`src/rtl/clk_ratio_meter.sv`:
```
// Measures a divided clock, sampled as data in the reference domain, and reports
// reference cycles per divided-clock period with lock and overflow indication.
module clk_ratio_meter #(
  parameter int DIV_RATIO_WIDTH = 8,
  parameter int LOCK_COUNT      = 4,
  parameter int SYNC_STAGES     = 2
) (
  input  logic                       i_ref_clk,
  input  logic                       i_rst_n,
  input  logic                       i_en,
  input  logic                       i_div_clk,
  output logic [DIV_RATIO_WIDTH-1:0] o_ratio,
  output logic                       o_valid,
  output logic                       o_locked,
  output logic                       o_overflow,
  output logic [1:0]                 dbg_state
);

  localparam int MW = $clog2(LOCK_COUNT + 1);
  localparam logic [DIV_RATIO_WIDTH-1:0] CNT_MAX = '1;
  localparam logic [MW-1:0]              LOCK_N  = MW'(LOCK_COUNT);

  typedef enum logic [1:0] {
    IDLE    = 2'd0,
    SEEK    = 2'd1,
    MEASURE = 2'd2
  } state_t;

  // Output handshake: o_valid is a single-cycle strobe with no backpressure;
  // o_ratio is stable from that cycle until the next strobe.

  logic [SYNC_STAGES-1:0]     sync_q;
  logic                       sync_prev;
  logic                       rise;
  state_t                     state_q, state_d;
  logic [DIV_RATIO_WIDTH-1:0] cnt_q, cnt_d;
  logic [MW-1:0]              match_q, match_d, match_inc;
  logic [DIV_RATIO_WIDTH-1:0] ratio_d;
  logic                       valid_d, locked_d, ovf_d;

  always_ff @(posedge i_ref_clk or negedge i_rst_n) begin
    if (!i_rst_n) begin
      sync_q    <= '0;
      sync_prev <= 1'b0;
    end else begin
      sync_q    <= {sync_q[SYNC_STAGES-2:0], i_div_clk};
      sync_prev <= sync_q[SYNC_STAGES-1];
    end
  end

  assign rise      = sync_q[SYNC_STAGES-1] & ~sync_prev;
  assign match_inc = (match_q >= LOCK_N) ? LOCK_N : match_q + MW'(1);

  always_ff @(posedge i_ref_clk or negedge i_rst_n) begin
    if (!i_rst_n) begin
      state_q    <= IDLE;
      cnt_q      <= '0;
      match_q    <= '0;
      o_ratio    <= '0;
      o_valid    <= 1'b0;
      o_locked   <= 1'b0;
      o_overflow <= 1'b0;
    end else begin
      state_q    <= state_d;
      cnt_q      <= cnt_d;
      match_q    <= match_d;
      o_ratio    <= ratio_d;
      o_valid    <= valid_d;
      o_locked   <= locked_d;
      o_overflow <= ovf_d;
    end
  end

  always_comb begin
    state_d  = state_q;
    cnt_d    = cnt_q;
    match_d  = match_q;
    ratio_d  = o_ratio;
    valid_d  = 1'b0;
    locked_d = o_locked;
    ovf_d    = o_overflow;
    if (!i_en) begin
      state_d  = IDLE;
      cnt_d    = '0;
      match_d  = '0;
      locked_d = 1'b0;
      ovf_d    = 1'b0;
    end else begin
      case (state_q)
        IDLE: state_d = SEEK;
        SEEK: begin
          if (rise) begin
            cnt_d   = DIV_RATIO_WIDTH'(1);
            state_d = MEASURE;
          end
        end
        MEASURE: begin
          // An edge on the saturation cycle is a valid measurement of CNT_MAX.
          if (rise) begin
            ratio_d  = cnt_q;
            valid_d  = 1'b1;
            cnt_d    = DIV_RATIO_WIDTH'(1);
            ovf_d    = 1'b0;
            // match_q is nonzero only when a prior measurement exists.
            match_d  = (match_q != '0 && cnt_q == o_ratio) ? match_inc : MW'(1);
            locked_d = (match_d >= LOCK_N);
          end else if (cnt_q == CNT_MAX) begin
            ovf_d    = 1'b1;
            locked_d = 1'b0;
            match_d  = '0;
            cnt_d    = '0;
            state_d  = SEEK;
          end else begin
            cnt_d = cnt_q + DIV_RATIO_WIDTH'(1);
          end
        end
        default: state_d = IDLE;
      endcase
    end
  end

  assign dbg_state = state_q;

endmodule

```
`config.mk`:
```
export PLATFORM = sky130hd
export DESIGN_NAME = clk_ratio_meter
export DESIGN_NICKNAME = d
export VERILOG_FILES = /design/src/rtl/clk_ratio_meter.sv
export SDC_FILE = /design/constraint.sdc
export NUM_CORES = 1
export LEC_CHECK = 0
export BUFFER_PORTS_ARGS = -buffer_cell sky130_fd_sc_hd__buf_2
export CAP_MARGIN = 0
export CORE_MARGIN = 2
export CORE_UTILIZATION = 45
export CTS_CLUSTER_SIZE = 25
export DETAILED_ROUTE_END_ITERATION = 12
export MAX_ROUTING_LAYER = met4
export SLEW_MARGIN = 20
export SYNTH_ARGS = -nofsm -noshare
export SYNTH_HDL_FRONTEND = slang
export SYNTH_SLANG_ARGS = --single-unit
export TNS_END_PERCENT = 10
```
`constraint.sdc`:
```
create_clock -name i_ref_clk -period 4.51 [get_ports i_ref_clk]
set_clock_uncertainty 0.1 [all_clocks]
set_input_delay 0.6765 -clock i_ref_clk [delete_from_list [all_inputs] [get_ports i_ref_clk]]
set_output_delay 0.6765 -clock i_ref_clk [all_outputs]
set_load 0.05 [all_outputs]
```
==> results_dict.tcl <==
set metrics [dict create \
    status "finished, final reports clean" \
    fin_util_pct 49.9 \
    cts_root_buf "clkbuf_4" \
    ys_warn_count 0 \
    p_comb_share_pct 8.4 \
    cts_setup_buffers 0 \
    worstPathArrival_ns 2.04 \
    viasPerCell 5.39 \
    cts.hold.buffers_added 0 \
    start_kind "register" \
    synth_top_cell_area_share_pct 47.0 \
    area_growth_pct 6.10 \
    final_nets 152 \
    overflow 0 \
    ctsResizeCount 0 \
    leakagePower_nw 0.733 \
    cts_tree "yes" \
    wl_met3_um 65 \
    clk_pin_slew_ns 0.14 \
    dr.pass1.iters 4 \
    r2r_setup_slack_ns 2.57 \
    final_cells 188 \
    synth-edff-count 0 \
    synth_simple_gate_area_share_pct 15.7 \
    swShare_pct 25.1 \
    seq_area_frac_synth_pct 47.0 \
    ir_drop_mv 0.146 \
    die_h_um 60.5 \
    coreArea_um2 3050 \
    finalSetupTns_ns 0 \
    clkPwrFrac_pct 26.9 \
    worst_pin_slew_ns 0.606 \
    syn_area_um2 1440 \
    antenna_left 0 \
    max_freq_mhz 516 \
    port_buffers 16 \
    grt_util_all_layers_pct 18.4 \
    p_sw_mw 0.0973 \
    wire_per_inst_um 14.9 \
    h-tree-depth 1 \
    start_util_pct 47.0 \
    slew_headroom_pct 59.6 \
    vias 1013 \
    rsz0062_at_grt "false" \
    power.internal_mw 0.290 \
    drt_wl_total_um 2800 \
    power.total_mw 0.387 \
    synthTopCellsByArea "dfrtp_1, mux2_2, xor2_1" \
    drive_above_1_share_pct 24.3 \
    yosysUniqueCellTypes 48 \
    synth_top_family_by_area "simple AND/OR/NAND/NOR gates" \
    rr_endpoint "cnt_q[5]" \
    synth_xor_area_share_pct 7.32 \
    design_area_um2 1520 \
    drtIter0Drc 22 \
    clkSinkCount 27 \
    hp-class "in -> async" \
    reg2reg_depth 5 \
    dpl.hpwl_um 2010 \
    clock_latency_ns 0.32 \
    ys_ff_latch 27 \
    cp.required_ns 4.61 \
    hold_viol_final 0 \
    synthCells 132 \
    syn_nets 139 \
    drv_slew 0 \
    synth_compound_area_share_pct 14.6 \
    fp.dieW_um 60.5 \
    cap_violations 0 \
    wl_met1_um 1390 \
    top_layer "met4" \
    cts_buffers 3 \
    synth_fa_ha_area_share_pct 2.61 \
    fin_crit_ns 1.94 \
    endpoint_kind "register" \
    synth_flop_cell "dfrtp_1" \
    yosysTopAreaCell "dfrtp_1" \
    post_synth_mux_area_share_pct 6.27 \
    antenna_found_initial 0 \
    floorplan.io_pins 17 \
    r2r-start "cnt_q[1]" \
    syn_area_per_cell_um2 10.9 \
    grt_first_pass_wirelength_um 4810 \
    rows 20 \
    critPathMaxFanout 6 \
    cts_buffer_depth 2 \
    grt_max_degree 28 \
    gp_congestion 0.842 \
    grt_pass1_vias 982 \
    p_seq_share_pct 64.7 \
    place_area_um2 1500 \
    met2WireLength_um 1320 \
    async_flop_share_pct 100 \
    drc 0 \
    dieArea_um2 3660 \
    dp.cells 184 \
    critPathKind "reg -> reg" \
    antenna_cells 0 \
    setup_violations 0 \
    power_density_nw_per_um2 254 \
    min_period_over_period_pct 43.0 \
]
-- state kept, by name (all words and copies together), names as in the netlist --
name and cells:
cnt_q 8, o_ratio 8, match_q 3, dbg_state 2
sync_q 2, o_locked 1, o_overflow 1, o_valid 1
sync_prev 1
-- routing by layer --
metal / GRT usage (%) / vias up
li1: - / 501
met1: 26.1 / 494
met2: 27.3 / 14
met3: 1.92 / 4
met4: 6.52 / 0
met5: - / -
-- cells in the final DEF, fill, tap and decap left out, drive strengths merged, types with 3 or more instances in the layout --
| cell | netlist | routed |
|---|---|---|
| a21oi | 7 | 7 |
| a31oi | 6 | 6 |
| and2 | 3 | 3 |
| buf | 6 | 16 |
| clkbuf | 2 | 4 |
| dfrtp | 27 | 27 |
| ha | 3 | 3 |
| inv | 5 | 5 |
| mux2 | 8 | 8 |
| nand2 | 7 | 7 |
| nand2b | 3 | 3 |
| nand3 | 4 | 4 |
| nand4 | 3 | 3 |
| nor2 | 7 | 7 |
| o21ai | 5 | 5 |
| xnor2 | 4 | 4 |
| xor2 | 8 | 8 |
-- cell families after synthesis --
logic type / after synthesis
simple gates: 38
compound gates: 31
flops: 27
buf+inv: 13
xor+xnor: 12
mux: 8
fa+ha+maj: 3
-- area by class of cell --
type,count,area [um^2]
Fill cell,305,1530
Sequential cell,27,676
Multi-Input combinational cell,92,668
Timing Repair Buffer,16,80.1
Tap cell,44,55.1
Clock buffer,4,26.3
Inverter,5,18.8
-- worst max path at each step --
stage,from,to,cells past startpoint
after detailed placement,i_en,o_ratio[7],4
after floorplan,dbg_state[0],cnt_q[2],4
after CTS,dbg_state[1],cnt_q[5],4
after global routing,dbg_state[1],cnt_q[5],4
after global placement,i_en,o_ratio[1],4
final,cnt_q[1],cnt_q[5],5
-- power groups by stage --
| stage | Sequential [mW] | Combinational (mW) | Clock [mW] |
|---|---|---|---|
| 2_1_floorplan | 0.260 | 0.0170 | 0 |
| 3_3_place_gp | 0.255 | 0.0324 | 0 |
| 3_5_place_dp | 0.255 | 0.0326 | 0 |
| 4_1_cts | 0.250 | 0.0328 | 0.111 |
| 5_1_grt | 0.252 | 0.0361 | 0.120 |
| 6_report | 0.250 | 0.0323 | 0.104 |
-- cell usage after synthesis, types with 2 or more instances --
cell,count
inv_1,5
nand3_1,4
xor2_1,8
o21ai_0,5
a21oi_1,6
nand4_1,2
a31oi_1,6
buf_4,4
dfrtp_1,27
ha_1,3
nand2b_1,2
mux2_2,8
clkbuf_8,2
nand2_1,7
nor2_1,6
and2_1,2
xnor2_1,4
-- critical path, cell delays in order (launching register included) --
cell	delay (ns)
dfrtp_1	0.50
ha_1	0.28
and3_1	0.26
a21oi_1	0.13
o21ai_0	0.45
nor2_1	0.11
-- through the flow --
| step | hold WS, ns | setup WS, ns |
|---|---|---|
| final | 0.244 | 2.57 |
| after global routing | 0.253 | 2.38 |
| after CTS | 0.252 | 2.60 |
| after detailed placement | 0.237 | 2.53 |
| after global placement | 0.232 | 2.57 |
| after floorplan | 0.231 | 2.65 |
No activity file was read; power rests on OpenSTA's default activity.
